--- src/rtl/gat_pkg.sv ---
// Shared types and constants for the GAT SPMM / attention datapath.
//   sched_state_t : SPMM pass scheduler states
//   desc_t        : subgraph descriptor {WH base address, node count}
//   make_desc     : builds a descriptor, clamping a zero node count to 1
package gat_pkg;

    localparam int NUM_ROWS       = 2708;
    localparam int NUM_NODE_WIDTH = 8;
    localparam int WH_ADDR_W      = 18;

    typedef enum logic [2:0] {
        S_IDLE,
        S_RUN,
        S_STALL,
        S_DRAIN,
        S_DONE
    } sched_state_t;

    typedef struct packed {
        logic [WH_ADDR_W-1:0]      base;
        logic [NUM_NODE_WIDTH-1:0] nodes;
    } desc_t;

    function automatic desc_t make_desc(input logic [WH_ADDR_W-1:0]      base,
                                        input logic [NUM_NODE_WIDTH-1:0] nodes);
        desc_t d;
        d.base  = base;
        d.nodes = (nodes == '0) ? NUM_NODE_WIDTH'(1) : nodes;
        return d;
    endfunction

endpackage

--- src/rtl/sg_desc_fifo.sv ---
// First-word-fall-through descriptor FIFO with two push lanes.
//   push0_i/data0_i : first entry to enqueue
//   push1_i/data1_i : second entry, only honoured together with push0_i
//   pop_i           : dequeue head (ignored when empty)
//   data_o/empty_o  : head entry, valid while !empty_o
//   count_o         : occupancy, used by the scheduler's free-slot compare
//   overflow_o      : at least one requested entry was dropped this cycle
// A single WH write can close two subgraphs (a forced partial plus a
// one-node subgraph), hence the second lane. Entries that do not fit are
// dropped in lane order.
module sg_desc_fifo #(
    parameter  int DEPTH = 8,
    parameter  int W     = 26,
    localparam int PW    = $clog2(DEPTH),
    localparam int CW    = $clog2(DEPTH + 1)
) (
    input  logic          clk,
    input  logic          rst_n,
    input  logic          push0_i,
    input  logic [W-1:0]  data0_i,
    input  logic          push1_i,
    input  logic [W-1:0]  data1_i,
    input  logic          pop_i,
    output logic [W-1:0]  data_o,
    output logic          empty_o,
    output logic [CW-1:0] count_o,
    output logic          overflow_o
);

    logic [W-1:0]  mem_q [DEPTH];
    logic [PW-1:0] wr_ptr_q, wr_ptr_d;
    logic [PW-1:0] rd_ptr_q, rd_ptr_d;
    logic [CW-1:0] count_q, count_d;
    logic          pop, we0, we1;
    logic [1:0]    n_req, n_acc;
    logic [CW:0]   room;

    // NOTE: every variable gets a default at the top of a combinational block,
    // so no path leaves one unassigned and no latch is inferred.
    always_comb begin
        pop   = pop_i && (count_q != '0);
        n_req = 2'(push0_i) + 2'(push0_i && push1_i);
        // A same-cycle pop frees a slot for an incoming entry.
        room  = (CW+1)'(DEPTH) - (CW+1)'(count_q) + (CW+1)'(pop);
        if ((CW+1)'(n_req) <= room) n_acc = n_req;
        else                        n_acc = room[1:0];
        overflow_o = (n_acc != n_req);
        we0        = (n_acc != 2'd0);
        we1        = (n_acc == 2'd2);
        wr_ptr_d   = wr_ptr_q + PW'(n_acc);
        rd_ptr_d   = rd_ptr_q + PW'(pop);
        count_d    = count_q + CW'(n_acc) - CW'(pop);
    end

    // NOTE: state registers use non-blocking assignments so every flop samples
    // the pre-edge values regardless of statement order.
    always_ff @(posedge clk) begin
        if (!rst_n) begin
            wr_ptr_q <= '0;
            rd_ptr_q <= '0;
            count_q  <= '0;
        end else begin
            wr_ptr_q <= wr_ptr_d;
            rd_ptr_q <= rd_ptr_d;
            count_q  <= count_d;
        end
    end

    // NOTE: the storage array is deliberately not reset; pointers and count
    // define validity, and empty_o masks stale contents after reset.
    always_ff @(posedge clk) begin
        if (we0) mem_q[wr_ptr_q]          <= data0_i;
        if (we1) mem_q[wr_ptr_q + PW'(1)] <= data1_i;
    end

    assign data_o  = mem_q[rd_ptr_q];
    assign empty_o = (count_q == '0);
    assign count_o = count_q;

endmodule

--- src/rtl/spmm_scheduler.sv ---
// Sequences one SPMM pass and turns the WH write stream into subgraph
// descriptors for the attention stage.
//   start_i / busy_o / done_o        : pass control and status
//   spmm_valid_o                     : SPMM enable, paused when the queue nears full
//   wh_we_i, wh_addr_i,
//   wh_num_nodes_i, wh_src_flag_i    : observed WH BRAM writes with row metadata
//   desc_valid_o/ready_i/base_o/nodes_o : descriptor queue head (valid/ready)
//   row_count_o                      : WH rows written this pass
//   err_o                            : sticky protocol/overflow error, cleared on start
module spmm_scheduler
    import gat_pkg::*;
#(
    parameter  int NUM_ROWS     = gat_pkg::NUM_ROWS,
    parameter  int DESC_DEPTH   = 8,
    parameter  int STALL_MARGIN = 2,
    localparam int ROW_W        = $clog2(NUM_ROWS + 1),
    localparam int CNT_W        = $clog2(DESC_DEPTH + 1)
) (
    input  logic                      clk,
    input  logic                      rst_n,
    input  logic                      start_i,
    output logic                      busy_o,
    output logic                      done_o,
    output logic                      spmm_valid_o,
    input  logic                      wh_we_i,
    input  logic [WH_ADDR_W-1:0]      wh_addr_i,
    input  logic [NUM_NODE_WIDTH-1:0] wh_num_nodes_i,
    input  logic                      wh_src_flag_i,
    output logic                      desc_valid_o,
    input  logic                      desc_ready_i,
    output logic [WH_ADDR_W-1:0]      desc_base_o,
    output logic [NUM_NODE_WIDTH-1:0] desc_nodes_o,
    output logic [ROW_W-1:0]          row_count_o,
    output logic                      err_o
);

    sched_state_t              state_q, state_d;
    logic                      spmm_valid_q, spmm_valid_d;
    logic [ROW_W-1:0]          row_count_q, row_count_d;
    logic                      err_q, err_d;
    logic                      open_q, open_d;
    logic [WH_ADDR_W-1:0]      base_q, base_d;
    logic [NUM_NODE_WIDTH-1:0] nodes_q, nodes_d;
    logic [NUM_NODE_WIDTH-1:0] rem_q, rem_d;
    logic                      push0_q, push0_d, push1_q, push1_d;
    desc_t                     desc0_q, desc0_d, desc1_q, desc1_d;

    logic [NUM_NODE_WIDTH-1:0] seen;
    logic                      counting, rows_done, near_full;
    logic                      fifo_empty, fifo_overflow;
    logic [CNT_W-1:0]          fifo_count;
    desc_t                     head;

    assign counting  = (state_q == S_RUN) || (state_q == S_STALL);
    assign seen      = nodes_q - rem_q;
    assign near_full = (int'(fifo_count) >= DESC_DEPTH - STALL_MARGIN);

    // Subgraph tracking, row counting and descriptor generation.
    always_comb begin
        row_count_d = row_count_q;
        err_d       = err_q || fifo_overflow;
        open_d      = open_q;
        base_d      = base_q;
        nodes_d     = nodes_q;
        rem_d       = rem_q;
        push0_d     = 1'b0;
        push1_d     = 1'b0;
        desc0_d     = '0;
        desc1_d     = '0;

        if (state_q == S_IDLE && start_i) begin
            row_count_d = '0;
            err_d       = 1'b0;
            open_d      = 1'b0;
            base_d      = '0;
            nodes_d     = '0;
            rem_d       = '0;
        end else if (counting && wh_we_i) begin
            if (row_count_q != ROW_W'(NUM_ROWS)) row_count_d = row_count_q + ROW_W'(1);
            if (wh_src_flag_i) begin
                if (open_q) begin
                    // New source row while a subgraph is open: flush what we have.
                    err_d   = 1'b1;
                    push0_d = 1'b1;
                    desc0_d = make_desc(base_q, seen);
                end
                if (wh_num_nodes_i <= NUM_NODE_WIDTH'(1)) begin
                    open_d = 1'b0;
                    if (wh_num_nodes_i == '0) err_d = 1'b1;
                    // Lane 1 is only needed when lane 0 already holds a partial.
                    if (open_q) begin
                        push1_d = 1'b1;
                        desc1_d = make_desc(wh_addr_i, wh_num_nodes_i);
                    end else begin
                        push0_d = 1'b1;
                        desc0_d = make_desc(wh_addr_i, wh_num_nodes_i);
                    end
                end else begin
                    open_d  = 1'b1;
                    base_d  = wh_addr_i;
                    nodes_d = wh_num_nodes_i;
                    rem_d   = wh_num_nodes_i - NUM_NODE_WIDTH'(1);
                end
            end else if (open_q) begin
                rem_d = rem_q - NUM_NODE_WIDTH'(1);
                if (rem_q == NUM_NODE_WIDTH'(1)) begin
                    open_d  = 1'b0;
                    push0_d = 1'b1;
                    desc0_d = make_desc(base_q, nodes_q);
                end
            end else begin
                err_d = 1'b1;
            end
        end else if (state_q == S_DRAIN && open_q) begin
            // Pass ended mid-subgraph: emit the rows that did arrive.
            err_d   = 1'b1;
            open_d  = 1'b0;
            push0_d = 1'b1;
            desc0_d = make_desc(base_q, seen);
        end
    end

    assign rows_done = counting && (row_count_d == ROW_W'(NUM_ROWS));

    always_comb begin
        state_d = state_q;
        unique case (state_q)
            S_IDLE:  if (start_i) state_d = S_RUN;
            S_RUN: begin
                if (rows_done)      state_d = S_DRAIN;
                else if (near_full) state_d = S_STALL;
            end
            S_STALL: begin
                if (rows_done)       state_d = S_DRAIN;
                else if (!near_full) state_d = S_RUN;
            end
            S_DRAIN: begin
                if (fifo_empty && !push0_q && !push1_q && !open_q) state_d = S_DONE;
            end
            S_DONE:  state_d = S_IDLE;
            default: state_d = S_IDLE;
        endcase
        // Valid rises one cycle after entering RUN and falls on the leaving edge.
        spmm_valid_d = (state_q == S_RUN) && (state_d == S_RUN);
    end

    always_ff @(posedge clk) begin
        if (!rst_n) begin
            state_q      <= S_IDLE;
            spmm_valid_q <= 1'b0;
            row_count_q  <= '0;
            err_q        <= 1'b0;
            open_q       <= 1'b0;
            base_q       <= '0;
            nodes_q      <= '0;
            rem_q        <= '0;
            push0_q      <= 1'b0;
            push1_q      <= 1'b0;
            desc0_q      <= '0;
            desc1_q      <= '0;
        end else begin
            state_q      <= state_d;
            spmm_valid_q <= spmm_valid_d;
            row_count_q  <= row_count_d;
            err_q        <= err_d;
            open_q       <= open_d;
            base_q       <= base_d;
            nodes_q      <= nodes_d;
            rem_q        <= rem_d;
            push0_q      <= push0_d;
            push1_q      <= push1_d;
            desc0_q      <= desc0_d;
            desc1_q      <= desc1_d;
        end
    end

    sg_desc_fifo #(
        .DEPTH (DESC_DEPTH),
        .W     ($bits(desc_t))
    ) u_fifo (
        .clk        (clk),
        .rst_n      (rst_n),
        .push0_i    (push0_q),
        .data0_i    (desc0_q),
        .push1_i    (push1_q),
        .data1_i    (desc1_q),
        .pop_i      (desc_ready_i),
        .data_o     (head),
        .empty_o    (fifo_empty),
        .count_o    (fifo_count),
        .overflow_o (fifo_overflow)
    );

    assign busy_o       = counting || (state_q == S_DRAIN);
    assign done_o       = (state_q == S_DONE);
    assign spmm_valid_o = spmm_valid_q;
    assign desc_valid_o = !fifo_empty;
    assign desc_base_o  = head.base;
    assign desc_nodes_o = head.nodes;
    assign row_count_o  = row_count_q;
    assign err_o        = err_q;

endmodule

--- config.mk ---
export PLATFORM = sky130hd
export DESIGN_NAME = spmm_scheduler
export DESIGN_NICKNAME = d
export VERILOG_FILES = /design/src/rtl/gat_pkg.sv /design/src/rtl/sg_desc_fifo.sv /design/src/rtl/spmm_scheduler.sv
export SDC_FILE = /design/constraint.sdc
export NUM_CORES = 1
export LEC_CHECK = 0
export BUFFER_PORTS_ARGS = -buffer_cell sky130_fd_sc_hd__buf_2
export CORE_ASPECT_RATIO = 1.2
export CORE_UTILIZATION = 45
export DETAILED_ROUTE_END_ITERATION = 10
export PLACE_DENSITY = 0.57
export SLEW_MARGIN = 20
export SYNTH_ARGS = -nofsm -noshare
export SYNTH_HDL_FRONTEND = slang
export SYNTH_SLANG_ARGS = --single-unit
--- constraint.sdc ---
create_clock -name clk -period 6.6 [get_ports clk]
set_input_delay 0.99 -clock clk [delete_from_list [all_inputs] [get_ports clk]]
set_output_delay 0.99 -clock clk [all_outputs]
set_load 0.01 [all_outputs]
# Word-level counts from Yosys, hierarchy flattened
# Memory sizes are Yosys's and may differ from the RTL's. A register that Yosys moved wholly into a read port is not among the register bits.
# Index checks and enable logic that the tools add are counted.
[word_totals] reg_bits=116 ramBits=208 in_bits=32 output_inout_bits=43 elab_cells=131 mem_count=1
[memory_table] memory="u_fifo.mem_q" depth=8 width=26 read_ports=1 rd_clocked_by_memory_dff=1 wr=2 line_no="sg_desc_fifo.sv:30" source="logic [W-1:0] mem_q [DEPTH];"
[classes] addsub=12 order_cmp=3 eq_ne=11 muxes=51 bitwise=5 reduce_logical=31
[ops] cell="26-bit 2-to-1 mux" count=8
[ops] cell="8-bit 2-to-1 mux" count=6
[ops] cell="12-bit 2-to-1 mux" count=3
[ops] cell="1-bit 2-to-1 mux" count=25
[ops] cell="8-bit logical NOT" count=3
[ops] cell="3-bit 2-to-1 mux" count=7
[ops] cell="8-bit by 1-bit subtractor with 8-bit output (second input constant)" count=2
[ops] cell="12-bit by 1-bit adder with 12-bit output (second input constant)" count=1
[ops] cell="12-bit equality test (second input constant)" count=1
[ops] cell="12-bit inequality test (second input constant)" count=1
[ops] cell="3-bit case mux with 4 select lines" count=1
[ops] cell="1-bit logical AND" count=10
[ops] cell="8-bit by 1-bit equality test with 1-bit output (second input constant)" count=1
[ops] cell="8-bit by 1-bit <= comparator with 1-bit output (second input constant)" count=1
[ops] cell="8-bit subtractor" count=1
[ops] cell="3-bit by 1-bit equality test with 1-bit output (second input constant)" count=2
[ops] cell="3-bit by 2-bit equality test with 1-bit output (second input constant)" count=2
[ops] cell="3-bit AND reduction" count=2
[ops] cell="2-bit nonzero test" count=3
[ops] cell="6-bit OR reduction" count=1
[ops] cell="5-bit by 1-bit adder with 5-bit output" count=1
[ops] cell="2-bit by 5-bit <= comparator with 1-bit output" count=1
[ops] cell="1-bit NOT" count=5
[ops] cell="5-bit OR reduction" count=1
[ops] cell="other kinds (19)" count=24

# Longest topological paths before layout
# Gate-level depths: netlist of the first run.
[depth] ltp_word=12 depth_mapped=21 ltp_nobuf=21

# Cells and area by module
# From an unflattened synthesis of the first run, not the netlist that was laid out.
[hier_totals] hier_cells=1186 hier_area_um2=16118.0
[modules_own_cells] module="sg_desc_fifo" instances=1 cells_each=657 area_each_um2=11456.0 seq_area_each_um2=6446.2
[modules_own_cells] module="spmm_scheduler" instances=1 cells_each=529 area_each_um2=4662.0 seq_area_each_um2=2122.0

# Least setup slack after synthesis of the first run
# OpenSTA, ideal clock, no wires.
[synth_timing] path_kind="input-to-reg" start="input port desc_ready_i" end="memory u_fifo.mem_q[2][0] (enable)" setup_ns=0.449 arrival_time_ns=4.865 required_time_ns=6.151 setup_slack_ns=1.286 cell_stages=11 path_buffers=0 cell_sequence="nand2_1 > ha_1 > inv_1 > ha_1 > inv_1 > ha_1 > a21oi_1 > a221oi_4 > mux2i_1 > o21ai_0 > o31ai_1"
[synth_lines] element="start: declaration" line_no="spmm_scheduler.sv:30" source="input logic desc_ready_i,"
[synth_lines] element="end: declaration" line_no="sg_desc_fifo.sv:30"

==> summary.txt, run 1 <==
status -> finished, final reports clean
endpoints failing setup -> 0
count of pins over their slew limit -> 0
drt via density -> 5.58
PD cells -> 301 nW/um^2
core footprint -> 35100 um^2
Worst Path Required -> 6870 ps
maximum VDD drop -> 0.189 mV
utilization after layout -> 0.520
CTS Root Cell -> clkbuf_16
post-synthesis sequential area ratio -> 0.532
IO Pins -> 75
number of flops mapped to enable cells by yosys -> 208
slew at the pin closest to its max-slew limit -> 1010 ps
Starting Density -> 0.459
dpl ws -> 1510 ps
Die Span Y -> 209 um
nets -> 1311
Clock Latency Late Sink -> 530 ps
Multi-input gate area -> 7150 um^2
crit start category -> flop
setup tns final -> 0 ps
wire per inst -> 21.6 um
endpoints failing hold -> 0
Synth Flop Type -> edfxtp_1
drt pass-1 iters -> 5
port buffer count -> 74
Routed Antenna Nets -> 0
Post-DP Area -> 16900 um^2
final WL -> 37.6 mm
GRT Total Usage -> 0.212
die area -> 36600 um^2
htree depth -> 2
Crit-path slowest cell -> nor3_4
Synth cell types -> 78
Max Freq -> 212 MHz
final hold slack -> 456 ps
crit-path cells -> inv_1, ha_1, nand3_1, nand2_1, ha_1, inv_1, ha_1, inv_1, ha_1, a21oi_1, a221oi_4, mux2i_1, nand2b_1, nor3_4, buf_4, mux2_4
DRC Markers -> 0
Area Growth Syn to Fin -> 13.2%
clock sinks -> 324
Leakage -> 6.78 nW
flops & latches, synth -> 324
vias in the first global route -> 10100
Sequential Area -> 8570 um^2
maxcap violations -> 0
die width -> 175 um
initial antenna violation count -> 0
gpl congestion -> 0.802
CTS Buf Count -> 37
critical path peak fanout -> 15
gr ovfl total -> 0
via count -> 9697
cts repair resizes -> 0
Filler Cell Count -> 3009
Setup crit end kind -> flop
Worst Setup Slack, final -> 1890 ps
synth warn -> 0
CP peak stage delay -> 850 ps
first-pass GRT wire length -> 58.9 mm
CP dominant cell by count -> ha_1
DP Wirelength -> 23.0 mm
Tcrit/Tclk final -> 0.714
minimum clock period -> 4710 ps
TritonCTS clock tree -> yes
Syn Inst Count -> 1175
fin area -> 18200 um^2
Crit Path Category -> flop to flop
CP arrival -> 4980 ps
HP Class -> flop to flop
Setup Buffers After CTS -> 0
Reg clk slew, reported paths -> 50 ps
largest net degree at the start of global routing -> 57
RSZ-0062 raised after global routing -> no
clock buffer depth -> 3
layout cells sized above 1 -> 0.296
CTS Hold Bufs -> 0
synthesized area -> 16100 um^2
Clock Skew -> 14.6 ps
Rel. slew slack -> 0.327
ant diodes -> 0
row count -> 75
drt initial violations -> 554
fraction of registers with async set/reset -> 0
syn avg cell area -> 13.7 um^2
-- final cells by class --
cell class              instances  share of cell area
clock inverters                17             0.00906
flip-flops and latches        324               0.470
multi-input cells             753               0.392
inverters                      37             0.00762
repair buffers                 94              0.0314
well taps                     462              0.0317
clock buffers                  51              0.0576
-- kinds of logic (layout without fill, tap and decap cells) --
kind of cell / Yosys count / in the layout / share of synthesized area
simple gates: 261 / 261 / 0.0875
buf+inv: 103 / 199 / 0.0334
compound gates: 132 / 132 / 0.0551
other cells: 1 / 6 / 0.000233
mux: 292 / 292 / 0.249
fa+ha+maj: 32 / 32 / 0.0263
flops: 324 / 324 / 0.532
xor+xnor: 30 / 30 / 0.0168
-- power by group --
group	switching, mW	total, mW	internal [mW]	leakage, nW
registers	0.0975	2.31	2.21	2.87
logic	0.568	1.11	0.546	3.31
clock network	0.821	2.06	1.24	0.598
-- routing by layer --
metal	share of wire	global-route usage	vias up
met5	0	0	-
met4	0.022	0.0657	0
met3	0.037	0.0304	52
met2	0.51	0.369	193
met1	0.43	0.271	4877
li1	-	-	4575
-- through the flow --
| step | total power, mW | cells |
|---|---|---|
| 6_report | 5.48 | 1738 |
| 5_1_grt | 5.73 | 1738 |
| 4_1_cts | 5.56 | 1734 |
| 3_5_place_dp | 3.49 | 1666 |
| 3_3_place_gp | 3.48 | 1666 |
| 2_1_floorplan | 3.15 | 1180 |
-- flip-flops by register name (all words and copies together) (netlist names) --
name / flops
state_q: 3
nodes_q: 8
desc1_q: 26
rem_q: 8
u_fifo.mem_q: 208
err_o: 1
open_q: 1
push0_q: 1
u_fifo.count_o: 4
spmm_valid_o: 1
u_fifo.rd_ptr_q: 3
base_q: 18
push1_q: 1
desc0_q: 26
row_count_o: 12
u_fifo.wr_ptr_q: 3
-- critical path, delay by kind of cell (launching register included) --
family	cells	cell delay, ps
AND/OR/NAND/NOR	4	1440
buffers and inverters	4	630
multiplexers	2	590
AO/OA/AOI/OAI	2	400
adder cells (fa/ha/maj)	4	1020
flip-flops	1	340
-- synth_stat cells, drive strengths merged (3+ instances only) --
| cell type | n | area share |
|---|---|---|
| a211oi | 5 | 0.0023 |
| a21oi | 48 | 0.015 |
| a22o | 17 | 0.0092 |
| a22oi | 8 | 0.0037 |
| a31oi | 3 | 0.0012 |
| a32oi | 3 | 0.0016 |
| and2 | 30 | 0.012 |
| and3 | 5 | 0.0019 |
| and4 | 3 | 0.0016 |
| buf | 37 | 0.018 |
| clkbuf | 29 | 0.0068 |
| dfxtp | 116 | 0.14 |
| edfxtp | 208 | 0.39 |
| fa | 3 | 0.0037 |
| ha | 29 | 0.023 |
| inv | 37 | 0.0086 |
| mux2 | 234 | 0.17 |
| mux2i | 6 | 0.0037 |
| mux4 | 52 | 0.073 |
| nand2 | 85 | 0.021 |
| nand2b | 8 | 0.0031 |
| nand3 | 17 | 0.0068 |
| nand3b | 3 | 0.0014 |
| nand4 | 4 | 0.0016 |
| nor2 | 51 | 0.012 |
| nor2b | 10 | 0.0039 |
| nor3 | 16 | 0.0070 |
| nor4 | 13 | 0.0071 |
| nor4b | 3 | 0.0016 |
| o211ai | 5 | 0.0026 |
| o21ai | 21 | 0.0070 |
| or3 | 3 | 0.0015 |
| or4 | 3 | 0.0014 |
| xnor2 | 17 | 0.0097 |
| xor2 | 13 | 0.0071 |
-- worst paths after layout --
path / start / to / slack [ps] / depth (start not counted)
worst max-delay path: u_fifo.count_o[3] / u_fifo.mem_q[1][23] / 1890 / 16
worst min-delay path: base_q[2] / base_q[2] / 460 / 2
worst max register to register: u_fifo.count_o[3] / u_fifo.mem_q[1][23] / 1890 / 16
worst min register to register: base_q[2] / base_q[2] / 460 / 2
-- placed cells by master (no fill, tap or decap), types with 39 or more instances in the layout --
cell type,n
mux2_2,99
mux4_2,52
buf_2,74
a21oi_1,48
clkbuf_16,39
mux2_1,97
edfxtp_1,208
nand2_1,82
dfxtp_1,113
nor2_1,48
(Power assumes the default switching activity.)
==> run 2: changes to the inputs <==
- PLACE_DENSITY: 0.57 -> 0.6
- clock period: 6.6 -> 4.21 ns (I/O delays scaled with it)
==> run 2 against run 1 <==
Against the previous run:
- first-iteration DRC count shrank 8.3%
- highest routed layer unchanged
- clock power grew 46%
- clock skew grew 1.7 ps
- cell area grew 1.4%
- critical path type unchanged
- register-to-register slack lost 1600 ps
- sequential cell count is the same
- non-clock buffer count grew 31
- fmax grew 20%
- combinational power grew 63%
- largest cell class unchanged
- wire length grew 0.22%
==> summary.txt, run 2 (same netlist as run 1, synthesis figures left out) <==
row count -> 75 (unchanged)
R2R cell count -> 15 (-1)
initial antenna violation count -> 0 (unchanged)
critical path peak fanout -> 26 (+11)
GRT Total Usage -> 0.212 (+0.000536)
core footprint -> 35100 um^2 (unchanged)
most frequent cells in the layout -> edfxtp_1 (208), dfxtp_1 (113), mux2_2 (99)
via count -> 9934 (+2.4%)
Starting Density -> 0.459 (unchanged)
most common cell after layout, fill and taps aside -> edfxtp_1
die width -> 175 um (unchanged)
Routed Antenna Nets -> 0 (unchanged)
count of pins over their slew limit -> 0 (unchanged)
Setup crit end kind -> flop
CP arrival -> 4060 ps (-920 ps)
dpl ws -> 116 ps (-1400 ps)
Crit Reg-Reg Endpoint -> u_fifo.mem_q[5][0]
wire per inst -> 21.3 um (-1.3%)
layout cells sized above 1 -> 0.311 (+0.0146)
Net Sw Power -> 2.34 mW (+58%)
Clock Latency Late Sink -> 530 ps (about the same)
Setup crit start -> u_fifo.count_o[3]
RSZ-0062 raised after global routing -> yes
Clock Skew -> 16.3 ps (+1.72 ps)
clock buffer depth -> 3 (unchanged)
drt initial violations -> 508 (-8.3%)
Tcrit/Tclk final -> 0.931 (+0.218)
Clock power frac -> 0.355 (-0.020)
vias in the first global route -> 10200 (+0.84%)
Area Growth Syn to Fin -> 14.8%
endpoints failing hold -> 0 (unchanged)
CTS Buf Count -> 35 (-5.4%)
die area -> 36600 um^2 (unchanged)
Biggest register -> u_fifo.mem_q
clock sinks -> 324 (unchanged)
Reg clk slew, reported paths -> 70 ps (+20 ps)
Die Span Y -> 209 um (unchanged)
Crit Path Category -> flop to flop
DP Wirelength -> 24.7 mm (+7.4%)
TritonCTS clock tree -> yes
FF-to-FF setup slack -> 290 ps (-1600 ps)
largest net degree at the start of global routing -> 41 (-28%)
CTS Root Cell -> clkbuf_16
endpoints failing setup -> 0 (unchanged)
crit start category -> flop
combinational share of power -> 0.215 (+0.012)
Rel. slew slack -> 0.354 (+0.0266)
first-pass GRT wire length -> 59.3 mm (+0.61%)
htree depth -> 2 (unchanged)
Leakage -> 6.90 nW (+1.8%)
setup tns final -> 0 ps (unchanged)
PD cells -> 457 nW/um^2 (+52%)
Hold Crit Start -> wh_addr_i[6]
IO Pins -> 75 (unchanged)
drt via density -> 5.63 (+0.88%)
ant diodes -> 0 (unchanged)
Worst Setup Slack, final -> 289 ps (-1600 ps)
gr ovfl total -> 0 (unchanged)
Worst Path Required -> 4350 ps (-2520 ps)
utilization after layout -> 0.527 (+0.00717)
maximum VDD drop -> 0.271 mV (+43%)
Top Registers -> u_fifo.mem_q: 208 flops, desc0_q: 26 flops, desc1_q: 26 flops
Worst R2R Start -> u_fifo.count_o[3]
WHS Path Cells -> 2 (unchanged)
port buffer count -> 74 (unchanged)
status -> finished, final reports clean
HP Class -> primary input to flop
Flop pwr share -> 0.430 (+0.008)
maxcap violations -> 0 (unchanged)
minimum clock period -> 3920 ps (-790 ps)
slew at the pin closest to its max-slew limit -> 961 ps (-46.4 ps)
Max Freq -> 255 MHz (+20%)
final WL -> 37.7 mm (+0.22%)
worst hold endpoint -> desc1_q[14]
drt pass-1 iters -> 5 (unchanged)
Int Pwr -> 6.11 mW (+53%)
Filler Cell Count -> 3057 (+1.6%)
sw frac -> 0.277 (+0.00598)
Largest register FFs -> 208 (unchanged)
DRC Markers -> 0 (unchanged)
nets -> 1340 (+2.2%)
gpl congestion -> 0.828 (+3.3%)
run 2: changes by cell type in the layout (fill, tap and decap cells not counted), moves of 2 or more:
cell       change
clkbuf_16      -3
clkbuf_8       -2
buf_4         +19
clkbuf_1       +3
buf_12        +13
run 2: worst max-delay path, cell delays in order, from the launching register on:
cell      delay (ps)
dfxtp_1          340
inv_1            110
ha_1             150
nand3_1           90
nand2_1          100
ha_1             200
inv_1             60
ha_2             370
inv_1             50
ha_1             330
a21oi_1          110
a221oi_4         300
mux2i_1          260
o21ai_0          110
buf_4            190
o21bai_4         740
run 2: per-layer routing:
layer  GRT usage  routed length, um  vias up
li1            -                  -     4655
met1       0.267              16100     5025
met2       0.374              19200      200
met3      0.0322               1500       54
met4      0.0651                880        0
met5           0                  0        -
run 2: layout make-up:
class                           instances  area (um^2)  share of cell area
Tap cell                              462          578              0.0313
Inverter                               37          139             0.00751
Clock buffer                           49          960              0.0519
Sequential cell                       324         8570               0.464
Multi-Input combinational cell        753         7150               0.387
Clock inverter                         15          140             0.00758
Timing Repair Buffer                  125          945              0.0511
run 2: worst max path at each step:
stage	endpoint	slack, ps	depth (start not counted)
after floorplan	u_fifo.mem_q[3][0]	-200	14
after global placement	u_fifo.mem_q[0][2]	200	14
after detailed placement	u_fifo.mem_q[0][2]	120	15
after CTS	u_fifo.mem_q[0][12]	130	17
after global routing	u_fifo.mem_q[5][9]	-40	16
final	u_fifo.mem_q[5][0]	290	15
run 2: repair_timing:
action / CTS / global route
buffers inserted: 0 / 5
gates resized for setup: 0 / 5
endpoints found under the setup margin: 0 / 99
hold buffers: 0 / 0
run 2: metrics by stage:
stage / instances / instance area (um^2) / power (mW) / hold WS (ps)
global route: 1765 / 18500 / 8.85 / 328
finish: 1765 / 18500 / 8.45 / 329
CTS: 1760 / 18400 / 8.56 / 306
detailed placement: 1696 / 17300 / 5.54 / 450
global placement: 1696 / 17300 / 5.53 / 442
floorplan: 1180 / 16100 / 4.94 / 433
run 2: power groups by stage:
stage	Combinational (mW)	Sequential, mW	Clock [mW]
after floorplan	1.37	3.58	0
after CTS	1.84	3.65	3.08
after detailed placement	1.83	3.71	0
final	1.81	3.64	3.00
after global placement	1.82	3.71	0
after global routing	2.00	3.66	3.19
